File: src/rtl/imem_program_loader_pkg.sv
// imem_program_loader_pkg
// Shared definitions for the instruction-memory program loader: loader state
// encoding, the default end-of-program marker and the instruction memory depth
// (also used by the instruction memory itself).
package imem_program_loader_pkg;

  localparam int          IMEM_WORDS        = 512;
  localparam logic [31:0] HALT_WORD_DEFAULT = 32'hFFFF_FFFF;

  typedef enum logic [2:0] {
    ST_IDLE,
    ST_CLEAR,
    ST_RECV,
    ST_WRITE,
    ST_DONE
  } load_state_e;

endpackage

File: src/rtl/imem_program_loader_byte_word_packer.sv
// imem_program_loader_byte_word_packer
// Assembles a big-endian 32-bit word from four accepted bytes.
// Ports:
//   clk          system clock
//   reset        synchronous active-high reset
//   clear_i      drops any partially assembled word (wins over byte_en_i)
//   byte_en_i    byte_i is accepted this cycle
//   byte_i       incoming byte
//   word_valid_o high in the cycle the fourth byte is accepted
//   word_o       assembled word, valid together with word_valid_o
module imem_program_loader_byte_word_packer (
  input  logic        clk,
  input  logic        reset,
  input  logic        clear_i,
  input  logic        byte_en_i,
  input  logic [7:0]  byte_i,
  output logic        word_valid_o,
  output logic [31:0] word_o
);

  // Only three bytes are stored; the fourth is taken straight from byte_i so
  // the FSM can register the full word on the same edge it is accepted.
  logic [23:0] shift_q;
  logic [1:0]  cnt_q;

  always_ff @(posedge clk) begin
    if (reset || clear_i) begin
      shift_q <= '0;
      cnt_q   <= '0;
    end else if (byte_en_i) begin
      shift_q <= {shift_q[15:0], byte_i};
      cnt_q   <= cnt_q + 2'd1;
    end
  end

  assign word_valid_o = byte_en_i && !clear_i && (cnt_q == 2'd3);
  assign word_o       = {shift_q, byte_i};

endmodule

File: src/rtl/imem_program_loader.sv
// imem_program_loader
// Loads a program into instruction memory from a byte stream while holding
// the CPU pipeline. Optionally zero-fills the memory first, then writes
// big-endian packed words at sequential addresses until a halt word, an abort
// or a full memory.
// Ports:
//   clk, reset       system clock, synchronous active-high reset
//   i_load_start     start a load (honoured in IDLE/DONE only)
//   i_abort          end an in-progress load
//   i_byte(_valid)   byte stream; o_byte_ready accepts it
//   o_mem_we/waddr/wdata  instruction memory write port
//   o_mem_sel        loader owns the memory address mux
//   o_cpu_hold       stall to PC/IF during the load
//   o_load_done      high while in DONE
//   o_overflow       memory filled before the halt word arrived
//   o_word_count     words written from the stream, halt word included
//
// state | meaning
// IDLE  | no load since reset, fetch path owns memory
// CLEAR | zero-filling memory, one word per cycle
// RECV  | accepting bytes into the packer
// WRITE | one-cycle write of the assembled word
// DONE  | load finished, pipeline released
module imem_program_loader
  import imem_program_loader_pkg::*;
#(
  parameter int          ADDR_WORDS     = IMEM_WORDS,
  parameter int          AW             = $clog2(ADDR_WORDS),
  parameter logic [31:0] HALT_WORD      = HALT_WORD_DEFAULT,
  parameter bit          CLEAR_ON_START = 1'b1
) (
  input  logic          clk,
  input  logic          reset,
  input  logic          i_load_start,
  input  logic          i_abort,
  input  logic [7:0]    i_byte,
  input  logic          i_byte_valid,
  output logic          o_byte_ready,
  output logic          o_mem_we,
  output logic [AW-1:0] o_mem_waddr,
  output logic [31:0]   o_mem_wdata,
  output logic          o_mem_sel,
  output logic          o_cpu_hold,
  output logic          o_load_done,
  output logic          o_overflow,
  output logic [AW:0]   o_word_count
);

  localparam logic [AW-1:0] LAST_ADDR = AW'(ADDR_WORDS - 1);

  load_state_e   state_q;
  logic [AW-1:0] ptr_q;
  logic [AW-1:0] waddr_q;
  logic [31:0]   wdata_q;
  logic [AW:0]   word_count_q;
  logic          byte_ready_q, mem_we_q, mem_sel_q, cpu_hold_q;
  logic          load_done_q, overflow_q;

  logic          idle_or_done, active, start, abort, byte_en, word_valid;
  logic [31:0]   word;

  assign idle_or_done = (state_q == ST_IDLE) || (state_q == ST_DONE);
  assign active       = (state_q == ST_CLEAR) || (state_q == ST_RECV) ||
                        (state_q == ST_WRITE);
  assign start        = i_load_start && idle_or_done;
  assign abort        = i_abort && active;
  // byte_ready_q is only ever set in RECV, so this is the accept handshake.
  assign byte_en      = i_byte_valid && byte_ready_q;

  // An abort also clears the packer, which drops a byte arriving with it.
  imem_program_loader_byte_word_packer u_packer (
    .clk          (clk),
    .reset        (reset),
    .clear_i      (start || abort),
    .byte_en_i    (byte_en),
    .byte_i       (i_byte),
    .word_valid_o (word_valid),
    .word_o       (word)
  );

  always_ff @(posedge clk) begin
    if (reset) begin
      state_q      <= ST_IDLE;
      ptr_q        <= '0;
      waddr_q      <= '0;
      wdata_q      <= '0;
      word_count_q <= '0;
      byte_ready_q <= 1'b0;
      mem_we_q     <= 1'b0;
      mem_sel_q    <= 1'b0;
      cpu_hold_q   <= 1'b0;
      load_done_q  <= 1'b0;
      overflow_q   <= 1'b0;
    end else begin
      case (state_q)
        ST_IDLE, ST_DONE: begin
          if (start) begin
            state_q      <= CLEAR_ON_START ? ST_CLEAR : ST_RECV;
            ptr_q        <= '0;
            word_count_q <= '0;
            overflow_q   <= 1'b0;
            load_done_q  <= 1'b0;
            cpu_hold_q   <= 1'b1;
            mem_sel_q    <= 1'b1;
            waddr_q      <= '0;
            wdata_q      <= '0;
            mem_we_q     <= CLEAR_ON_START;
            byte_ready_q <= !CLEAR_ON_START;
          end
        end
        ST_CLEAR: begin
          if (abort) begin
            state_q     <= ST_DONE;
            mem_we_q    <= 1'b0;
            load_done_q <= 1'b1;
            cpu_hold_q  <= 1'b0;
            mem_sel_q   <= 1'b0;
          end else if (waddr_q == LAST_ADDR) begin
            state_q      <= ST_RECV;
            mem_we_q     <= 1'b0;
            byte_ready_q <= 1'b1;
            ptr_q        <= '0;
          end else begin
            waddr_q <= waddr_q + AW'(1);
          end
        end
        ST_RECV: begin
          if (abort) begin
            state_q      <= ST_DONE;
            byte_ready_q <= 1'b0;
            load_done_q  <= 1'b1;
            cpu_hold_q   <= 1'b0;
            mem_sel_q    <= 1'b0;
          end else if (word_valid) begin
            state_q      <= ST_WRITE;
            byte_ready_q <= 1'b0;
            mem_we_q     <= 1'b1;
            waddr_q      <= ptr_q;
            wdata_q      <= word;
          end
        end
        ST_WRITE: begin
          // The write in this cycle always completes, even under abort.
          mem_we_q     <= 1'b0;
          word_count_q <= word_count_q + (AW+1)'(1);
          if (abort || (wdata_q == HALT_WORD) || (ptr_q == LAST_ADDR)) begin
            state_q     <= ST_DONE;
            load_done_q <= 1'b1;
            cpu_hold_q  <= 1'b0;
            mem_sel_q   <= 1'b0;
            overflow_q  <= !abort && (wdata_q != HALT_WORD);
          end else begin
            state_q      <= ST_RECV;
            ptr_q        <= ptr_q + AW'(1);
            byte_ready_q <= 1'b1;
          end
        end
        default: state_q <= ST_IDLE;
      endcase
    end
  end

  assign o_byte_ready = byte_ready_q;
  assign o_mem_we     = mem_we_q;
  assign o_mem_waddr  = waddr_q;
  assign o_mem_wdata  = wdata_q;
  assign o_mem_sel    = mem_sel_q;
  assign o_cpu_hold   = cpu_hold_q;
  assign o_load_done  = load_done_q;
  assign o_overflow   = overflow_q;
  assign o_word_count = word_count_q;

endmodule
File: config.mk
export PLATFORM = sky130hd
export DESIGN_NAME = imem_program_loader
export DESIGN_NICKNAME = d
export VERILOG_FILES = /design/src/rtl/imem_program_loader_pkg.sv /design/src/rtl/imem_program_loader_byte_word_packer.sv /design/src/rtl/imem_program_loader.sv
export SDC_FILE = /design/constraint.sdc
export NUM_CORES = 1
export LEC_CHECK = 0
export CORE_UTILIZATION = 40
export CTS_BUF_LIST = sky130_fd_sc_hd__clkbuf_8
export DETAILED_ROUTE_END_ITERATION = 16
export DONT_BUFFER_PORTS = 1
export HOLD_SLACK_MARGIN = 0.02
export SYNTH_ARGS = -nofsm -noshare
export SYNTH_HDL_FRONTEND = slang
export SYNTH_SLANG_ARGS = --single-unit
export TNS_END_PERCENT = 50
File: constraint.sdc
create_clock -name clk -period 2.98 [get_ports clk]
set_clock_uncertainty 0.1 [all_clocks]
set_input_delay 0.894 -clock clk [delete_from_list [all_inputs] [get_ports clk]]
set_output_delay 0.894 -clock clk [all_outputs]
set_load 0.02 [all_outputs]
# ---- Word level (Yosys, flattened, before mapping)
# Index checks and enable logic that the tools add are counted.
dict set report totals {
  regBits 94
  latch_bits 0
  ram_bits 0
  rom_bits 0
  output_inout_bits 57
  elab_cells 113
  n_memories 0
}
dict set report op_classes {
  addsub 4
  n_mul 0
  n_div 0
  n_lt_le_gt_ge 0
  n_eq_ne 20
  n_shift 0
  mux 44
  bitwise_logic 0
  n_reduce_logical 33
}
# cell count
set op_table {}
lappend op_table {{32-bit two-way mux} 3}
lappend op_table {{9-bit two-way mux} 8}
lappend op_table {{32-bit one-hot mux with 2 select lines} 1}
lappend op_table {{9-bit one-hot mux with 3 select lines} 2}
lappend op_table {{32-bit equality test (second input constant)} 1}
lappend op_table {{32-bit != test (second input constant)} 1}
lappend op_table {{10-bit one-hot mux with 2 select lines} 1}
lappend op_table {{9-bit by 1-bit adder with 9-bit output (second input constant)} 2}
lappend op_table {{9-bit equality test (second input constant)} 2}
lappend op_table {{3-bit two-way mux} 6}
lappend op_table {{1-bit two-way mux} 16}
lappend op_table {{3-bit one-hot mux with 4 select lines} 1}
lappend op_table {{6-bit AND reduction} 2}
lappend op_table {{10-bit by 1-bit adder with 10-bit output (second input constant)} 1}
lappend op_table {{10-bit two-way mux} 1}
lappend op_table {{2-bit != test (second input constant)} 5}
lappend op_table {{5-bit AND reduction} 2}
lappend op_table {{3-bit nonzero test} 3}
lappend op_table {{2-bit by 1-bit != test with 1-bit output (second input constant)} 4}
lappend op_table {{1-bit one-hot mux with 4 select lines} 2}
lappend op_table {{4-bit AND reduction} 2}
lappend op_table {{1-bit logical OR} 7}
lappend op_table {{3-bit by 2-bit equality test with 1-bit output (second input constant)} 2}
lappend op_table {{1-bit logical AND} 6}
lappend op_table {{14 further kinds} 20}

# ---- Logic depth before layout (Yosys ltp)
# Gate-level depths: netlist of the first run.
dict set report logic_depth {
  depth_word 11
  mapped_depth 10
  ltp_nobuf 10
}

# ---- Cells and area by module
# A second synthesis of the first run with hierarchy kept.
dict set report unflattened {
  hier_cells 478
  area_unflattened_um2 4247.8
}
# module instances cells_per_inst area_per_inst_um2 seq_area_each_um2
set by_module_without_submodules {}
lappend by_module_without_submodules {imem_program_loader 1 382 3206.8 1361.3}
lappend by_module_without_submodules {imem_program_loader_byte_word_packer 1 96 1041.0 520.5}

# ---- Worst setup path after synthesis of the first run
# OpenSTA, ideal clock, no wires.
dict set report synth_path {
  path_type {register to register}
  from {register waddr_q[0], in the netlist o_mem_waddr[0]}
  to {register ptr_q[1]}
  setup_time_ns 0.132
  arrival_ns 2.018
  required_ns 2.748
  setup_slack_ns 0.730
  stages_incl_launch_ff 10
  n_path_buf 0
  cell_sequence {dfxtp_1 > ha_1 > nand3_1 > nor3_1 > ha_1 > nor2b_1 > o21ai_1 > a221o_2 > nand3_1 > a21oi_1}
}
dict set report synth_between {
  elab_chain_len 3
}
# element line
set synth_lines {}
lappend synth_lines {{start: declaration} imem_program_loader.sv:53} ;# logic [AW-1:0] waddr_q;
lappend synth_lines {{start signal: assignment} imem_program_loader.sv:124} ;# waddr_q <= waddr_q + AW'(1);
lappend synth_lines {{start signal: assignment} imem_program_loader.sv:138} ;# waddr_q <= ptr_q;
lappend synth_lines {{9-bit equality test} imem_program_loader.sv:118} ;# end else if (waddr_q == LAST_ADDR) begin
lappend synth_lines {{2-bit by 1-bit != test with 1-bit output (no line)} n/a}
lappend synth_lines {{5-bit AND reduction (no line)} n/a}
lappend synth_lines {{end signal: assignment} imem_program_loader.sv:154} ;# ptr_q <= ptr_q + AW'(1);
lappend synth_lines {{end: declaration} imem_program_loader.sv:52} ;# logic [AW-1:0] ptr_q;
# Every way passes these cells.
# A chain may end at the register's enable or synchronous reset.

# ---- Worst setup path in the final report of the first run
dict set report layout_path {
  from {register waddr_q[1], in the netlist o_mem_waddr[1]}
  to {register waddr_q[7], in the netlist o_mem_waddr[7]}
}
dict set report layout_between {
  elab_chain_len 4
  word_cells_on_any_way 7
  cone_classes {add/sub (1); eq/ne (2); mux (3); reduce/logical (1)}
}
# element line
set layout_lines {}
lappend layout_lines {{9-bit by 1-bit adder with 9-bit output} imem_program_loader.sv:124}
lappend layout_lines {{9-bit two-way mux} imem_program_loader.sv:118}
lappend layout_lines {{9-bit two-way mux} imem_program_loader.sv:112} ;# if (abort) begin
lappend layout_lines {{9-bit one-hot mux with 3 select lines} imem_program_loader.sv:95} ;# case (state_q)
# Several ways; a longest one is shown, not always the timed one. The select of a mux whose other input is x is not followed.

==> results of run 1 <==
==> through the flow <==
step	instances	instance area, µm²
finish	657	4500
global route	657	4500
CTS	657	4500
detailed placement	642	4340
global placement	642	4340
floorplan	534	4300
==> power groups by stage <==
stage                     clock (W)  sequential (W)  combinational [W]
final                      0.000750         0.00130           0.000125
after CTS                  0.000772         0.00130           0.000125
after floorplan                   0         0.00132           0.000123
after global routing       0.000826         0.00130           0.000142
after global placement            0         0.00133           0.000123
after detailed placement          0         0.00133           0.000125
==> cells by family (layout without fill, tap and decap cells) <==
logic type      Yosys count  in the layout  share of synthesized area, %
xor+xnor                  4              4                         0.816
buf+inv                  43             30                          5.04
compound gates          132            132                          18.8
simple gates            250            250                          28.5
mux                       5              5                          1.25
flops                    94             94                          43.8
fa+ha+maj                 6              6                          1.75
==> routing by layer <==
layer,share of wire [%],vias to the layer above,global-route usage [%]
li1,-,1847,-
met5,0,-,0
met2,46,91,31.4
met3,6.3,8,6.00
met4,1.2,0,6.45
met1,46,1810,27.3
==> final cells by class <==
class	count	area (µm²)
clock buffers	9	124
clock inverters	6	40.0
fillers	1097	5870
inverters	7	26.3
multi-input cells	397	2200
flip-flops and latches	94	1880
well taps	136	170
repair buffers	8	60.1
==> placed cells by master (no fill, tap or decap), drive strengths merged, types with 3 or more instances in the layout <==
cell type    n
nand3       47
a21oi       80
nor3        10
nor4         3
mux2         3
clkbuf       9
nand4       10
nand2      109
and2         3
dfxtp       94
o21ai        8
and3         6
ha           6
xnor2        3
nor3b        3
a311oi       4
a31oi        4
nor2        41
nand2b       6
buf          8
a221oi       5
a21o         3
clkinv       4
inv          9
nor2b        3
a211oi       8
==> worst max-delay path, cell delays in order, from the launching register on <==
cell and delay (ps):
dfxtp_1 510, ha_1 250, nand3_1 150, nor3_1 250, ha_1 260, inv_1 70
a31oi_1 220, o22a_1 400, a221oi_1 100, a211oi_1 250
==> sequential cells by signal (all words and copies together), names as in the netlist, 2 cells and up <==
| signal | cells |
|---|---|
| o_mem_wdata | 32 |
| u_packer.cnt_q | 2 |
| o_word_count | 10 |
| ptr_q | 9 |
| o_mem_waddr | 9 |
| u_packer.shift_q | 24 |
| state_q | 3 |
==> worst max path at each step <==
stage / start / end / slack, ps
2_1_floorplan: o_mem_waddr[0] / ptr_q[1] / 730
3_3_place_gp: ptr_q[0] / o_byte_ready / 420
3_5_place_dp: o_mem_waddr[1] / o_mem_waddr[7] / 380
4_1_cts: o_mem_waddr[1] / o_mem_waddr[7] / 330
5_1_grt: o_mem_waddr[1] / o_mem_waddr[7] / 70
6_report: o_mem_waddr[1] / o_mem_waddr[7] / 340
==> metrics.cfg, run 1 <==
[yosys]
synthesis.nets=553
ys_top_cells_by_area=dfxtp_1 (44%), nand2_1 (9.4%), a21oi_1 (9.0%)
yosys_warnings=0
syn_inst=534
yosysMostFrequentCell=nand2_1
synth-edff-count=0
yosysTopAreaCell=dfxtp_1
syn_avg_cell_area_um2=8.04
async_flop_share_pct=0
synth_area_mm2=0.00430
yosys-top-cells-count=nand2_1 (108), dfxtp_1 (94), a21oi_1 (77), nand3_1 (47), nor2_1 (39)
synth.distinct_cells=67
postSynth.topFlopCell=dfxtp_1
ys_ff_latch=94
synth_top_area_share_pct=43.8
seq_area_frac_synth_pct=43.8

[floorplanning]
row_count=37
die_h_um=106
io_pins=70
die-width_um=106
initial_core_util_pct=41.4
coreArea_mm2=0.0104
dieArea_mm2=0.0112

[timing]
setup_violations=0
fin_setup_tns_ps=0
maxSlewViolCount=0
worst_pin_slew_ps=1020
hold_violations=0
rsz0062_at_grt=false
period_share_pct=88.8
holdWs_ps=362
timing.slew.headroom_pct=32.1
setup_slack_ps=335
period_needed_ps=2640
max_clock_freq_ghz=0.378

[clock_network]
numCtsBuffers=9
insertion_delay_ps=350
ctsHtreeMaxLevel=3
hold_buffers=0
cts-root-buf=clkbuf_8
numClockSinks=94
cts.repair.resized=0
cts_setup_buffers=0
cts_tree=built
cts_buffer_depth=2
clk_pin_slew_worst_paths_ps=90

[placement]
gp_congestion=0.859
io_buffers=0
place_hpwl_um=7480
pre_cts_ws_ps=382

[setup_path]
reg2reg_from=o_mem_waddr[1]
crit_arrival_ps=2810
start_kind=flip-flop
worst-r2r-setup-slack_ps=340
crit_fanout=11
cp.required_ps=3150
worst_r2r_path_depth=9
path_class=reg -> reg
reg2reg_to=o_mem_waddr[7]
cp-end-kind=flip-flop

[cells_and_area]
antenna_cells=0
area_growth_pct=4.75
drive_above_1_share_pct=7.87
fin_nets=536
final_util_pct=43.4

[min_path]
whs_path_depth=2
hp-class=reg -> reg
hold_path_end=u_packer.shift_q[23]
min_from=u_packer.shift_q[23]

[route]
drc=0
via_per_inst=5.72
firstDrtPassIters=4
drt_iter0_markers=238
wl_um=10900
drtAntennaViolNets=0
avgRoutedWirePerCell_um=16.6
vias=3756

[power]
p_int_w=0.00161
power_w=0.00217
switching_power_w=0.000564
seq_power_share_pct=59.7
switching_share_pct=26.0
p_leak_nw=1.49
ir_drop_mv=0.236
clkPwrFrac_pct=34.5
power_density_mw_per_mm2=482
p_comb_share_pct=5.8

[global_routing]
antenna_found_initial=0
grt_pass1_wl_um=18000
grt_max_degree=70
grt_pass1_vias=3459
overflow=0
track_usage_pct=20.4

[job]
maxCapViolCount=0

[status]
status=completed

Note: power is estimated with default switching activity, not from simulation.
==> run 2, diff against run 1 <==
--- a/config.mk
+++ b/config.mk
@@ -10,6 +10,7 @@
 export DETAILED_ROUTE_END_ITERATION = 16
 export DONT_BUFFER_PORTS = 1
 export HOLD_SLACK_MARGIN = 0.02
+export REMOVE_ABC_BUFFERS = 1
 export SYNTH_ARGS = -nofsm -noshare
 export SYNTH_HDL_FRONTEND = slang
 export SYNTH_SLANG_ARGS = --single-unit
==> metrics.cfg, run 2 (same netlist as run 1, synthesis figures left out) <==
[setup_path]
crit_path_top_delay_cell=dfxtp_1
path_cells=ha_1, nand3_1, nor3_1, ha_1, nor2b_1, o21ai_1, a221o_2, nand3_1, a21oi_1
worst_r2r_path_depth=9
start_kind=flip-flop
crit_arrival_ps=2790
path_class=reg -> reg
crit_fanout=6
max_stage_delay_ps=510
reg2reg_to=ptr_q[8]
reg2reg_from=o_mem_waddr[1]
worst-r2r-setup-slack_ps=340
cp-end-kind=flip-flop
cp.required_ps=3130

[clock_network]
hold_buffers=0
numCtsBuffers=9
numClockSinks=94
cts_buffer_depth=2
cts_tree=built
cts-root-buf=clkbuf_8
cts_setup_buffers=0
clk_pin_slew_worst_paths_ps=90
ctsHtreeMaxLevel=3
insertion_delay_ps=360

[global_routing]
track_usage_pct=19.7
overflow=0
grt_pass1_wl_um=17700
grt_pass1_vias=3634
antenna_found_initial=0
grt_max_degree=70

[power]
power_density_mw_per_mm2=509
p_leak_nw=1.50
ir_drop_mv=0.259
power_w=0.00231

[route]
avgRoutedWirePerCell_um=16.0
wl_um=10500
via_per_inst=5.68
firstDrtPassIters=5
drtAntennaViolNets=0
drt_iter0_markers=177
drc=0
vias=3731

[timing]
period_needed_ps=2640
maxSlewViolCount=0
setup_violations=0
holdWs_ps=363
rsz0062_at_grt=false
max_clock_freq_ghz=0.379
worst_pin_slew_ps=1030
hold_violations=0
timing.slew.headroom_pct=31.2
setup_slack_ps=343
period_share_pct=88.5
fin_setup_tns_ps=0

[placement]
place_hpwl_um=7180
pre_cts_ws_ps=278
placed_area_mm2=0.00433
gp_congestion=0.810
io_buffers=0

[floorplanning]
row_count=37
coreArea_mm2=0.0104
initial_core_util_pct=41.4
die-width_um=106
die_h_um=106
dieArea_mm2=0.0112
io_pins=70

[status]
status=completed

[min_path]
min_from=u_packer.shift_q[23]
whs_path_depth=2
hp-class=reg -> reg
hold_path_end=u_packer.shift_q[23]

[cells_and_area]
layout_commonest_cell=nand2_1
final_cell_mix=nand2_1 (108), dfxtp_1 (94), a21oi_1 (77)
antenna_cells=0
area_growth_pct=5.74
stdcell_area_mm2=0.00454
largest_reg_flops=32
drive_above_1_share_pct=8.25
fin_nets=535
num-fill-cells=1071

[job]
maxCapViolCount=0

[run 2: changes by cell type in the layout (fill, tap and decap cells not counted), sizes merged]
cell      change
clkinvlp      +1
buf           -1
inv           +1
clkinv        -2
bufinv        +1
[run 2: worst max-delay path by stage]
stage                    from        endpoint  slack (ps)  cells past startpoint
3_3_place_gp   o_mem_waddr[1]  o_mem_waddr[7]         370                      9
4_1_cts        o_mem_waddr[1]  o_mem_waddr[7]         240                      9
6_report       o_mem_waddr[1]        ptr_q[8]         340                      9
5_1_grt        o_mem_waddr[1]  o_mem_waddr[7]         120                      9
2_1_floorplan    i_byte_valid  o_mem_wdata[0]          20                      5
3_5_place_dp   o_mem_waddr[1]  o_mem_waddr[7]         280                      9
[run 2: routing by layer]
metal  GRT usage, %  share of wire [%]  up-vias
li1               -                  -     1844
met1           23.5                 43     1799
met2           35.2                 51       80
met3           4.82                4.9        8
met4           5.46               0.88        0
met5              0                  0        -
[run 2: through the flow]
step                cells  utilization [%]
CTS                   657             43.8
floorplan             498                -
finish                657             43.8
global placement      641             41.7
detailed placement    641             41.7
global route          657             43.8
[run 2: worst max-delay path: cells and delay by family, from the launching register on]
kind | cells | cell delay (ps)
adders and majority gates | 2 | 570
DFF | 1 | 510
AOI/OAI and AO/OA | 3 | 700
and+or+nand+nor | 4 | 650
[run 2: repair_timing]
action	in CTS	in global routing
gates resized for setup	0	1
endpoints found under the hold margin	0	0
endpoints found under the setup margin	0	1
[run 2: layout make-up]
cell class / count / area [µm²] / share of cell area, %
Multi-Input combinational cell: 397 / 2200 / 48.4
Sequential cell: 94 / 1880 / 41.4
Inverter: 7 / 26.3 / 0.579
Timing Repair Buffer: 7 / 52.6 / 1.16
Clock buffer: 9 / 124 / 2.73
Clock inverter: 7 / 88.8 / 1.96
Tap cell: 136 / 170 / 3.75
[run 2: report_power, final]
part           leakage, nW  total [W]  internal (W)  switching (W)
logic                0.640   0.000124     0.0000390      0.0000848
registers            0.759    0.00130       0.00127      0.0000292
clock network        0.104   0.000892      0.000405       0.000487
==> run 3, diff against run 2 <==
--- a/config.mk
+++ b/config.mk
@@ -5,6 +5,7 @@
 export SDC_FILE = /design/constraint.sdc
 export NUM_CORES = 1
 export LEC_CHECK = 0
+export CORE_MARGIN = 8
 export CORE_UTILIZATION = 40
 export CTS_BUF_LIST = sky130_fd_sc_hd__clkbuf_8
 export DETAILED_ROUTE_END_ITERATION = 16
==> metrics.cfg, run 3 (same netlist as run 1, synthesis figures left out) <==
[status]
status=completed

[global_routing]
grt_pass1_wl_um=18700
grt_max_degree=70
track_usage_pct=15.8
grt_pass1_vias=3632
overflow=0
antenna_found_initial=0

[setup_path]
cpMostUsedCell=ha_1
path_class=reg -> reg
worst_r2r_path_depth=9
cp-end-kind=flip-flop
crit_fanout=13
max_stage_delay_ps=490
crit_path_top_delay_cell=a21oi_2
cp.required_ps=3150
start_kind=flip-flop
crit_arrival_ps=2790
path_cells=ha_1, nand3_1, nor2_1, and3_1, ha_1, o21bai_1, a21oi_2, a21oi_1, o31a_1

[floorplanning]
dieArea_mm2=0.0143
initial_core_util_pct=40.3
row_count=38
die_h_um=120
die-width_um=120
io_pins=70
coreArea_mm2=0.0107

[timing]
timing.slew.headroom_pct=30.9
rsz0062_at_grt=false
period_needed_ps=2630
maxSlewViolCount=0
setup_violations=0
fin_setup_tns_ps=0
hold_violations=0
period_share_pct=88.2
max_clock_freq_ghz=0.381
worst_pin_slew_ps=1040

[cells_and_area]
multiInputGateArea_mm2=0.00220
area_growth_pct=5.68
fin_nets=537
instances_no_fill=663
antenna_cells=0
largest_reg_flops=32
layout_commonest_cell=nand2_1
final_cell_mix=nand2_1 (108), dfxtp_1 (94), a21oi_1 (77)
final_util_pct=42.6
drive_above_1_share_pct=8.41
num-fill-cells=1147
seq_area_mm2=0.00188

[clock_network]
cts_buffer_depth=2
ctsHtreeMaxLevel=3
cts_setup_buffers=0
insertion_delay_ps=370
numClockSinks=94
hold_buffers=0
cts-root-buf=clkbuf_8
cts.repair.resized=0
clk_pin_slew_worst_paths_ps=100
cts_tree=built
numCtsBuffers=9

[placement]
gp_congestion=0.810
dp.cells=647
place_hpwl_um=7870
io_buffers=0

[route]
drc=0
drtAntennaViolNets=0
vias=3672
firstDrtPassIters=4
wl_um=11200
via_per_inst=5.54
drt_iter0_markers=301
avgRoutedWirePerCell_um=16.8

[min_path]
whs_path_depth=2
hp-class=reg -> reg

[power]
power_density_mw_per_mm2=495
ir_drop_mv=0.257
p_leak_nw=1.51

[job]
maxCapViolCount=0

run 3: cell types whose count changed in the layout (fill, tap and decap cells not counted), sizes merged:
cell / delta
inv: +1
clkinvlp: -1
bufinv: -1
buf: +2
clkinv: +1
run 3: final timing paths:
| path | start | end | slack (ps) |
|---|---|---|---|
| setup / recovery | ptr_q[0] | ptr_q[6] | 350 |
| hold / removal | u_packer.shift_q[17] | u_packer.shift_q[17] | 360 |
| setup reg to reg | ptr_q[0] | ptr_q[6] | 350 |
| hold reg to reg | u_packer.shift_q[17] | u_packer.shift_q[17] | 360 |
run 3: critical path, delay by kind of cell (launching register included):
family	cells	cell delay, ps
adder cells (fa/ha/maj)	2	490
flip-flops	1	390
AND/OR/NAND/NOR	3	400
AO/OA/AOI/OAI	4	1150
run 3: area by class of cell:
class	count	area share, %
Clock inverter	7	1.49
Clock buffer	9	2.73
Tap cell	140	3.86
Sequential cell	94	41.5
Inverter	7	0.579
Multi-Input combinational cell	397	48.4
Timing Repair Buffer	9	1.49
run 3: metal layers:
metal / share of wire (%) / global-route usage [%]
met5: 0 / 0
met4: 0.86 / 3.59
met3: 8.0 / 6.62
met2: 49 / 26.7
met1: 42 / 18.3
run 3: power by group:
| part | internal [W] | leakage, nW | total [W] | switching (W) |
|---|---|---|---|---|
| sequential | 0.00127 | 0.759 | 0.00129 | 0.0000275 |
| combinational | 0.0000402 | 0.650 | 0.000127 | 0.0000868 |
| clock | 0.000325 | 0.0993 | 0.000824 | 0.000498 |
run 3: through the flow:
step                      hold WS [ps]  cell area, µm²  worst slack, ps  power (W)
after global placement             346            4350              450    0.00145
after detailed placement           350            4350              403    0.00145
after floorplan                    337            4110             20.6    0.00141
after global routing               386            4540              154    0.00234
final                              360            4540              352    0.00225
after CTS                          363            4540              375    0.00227
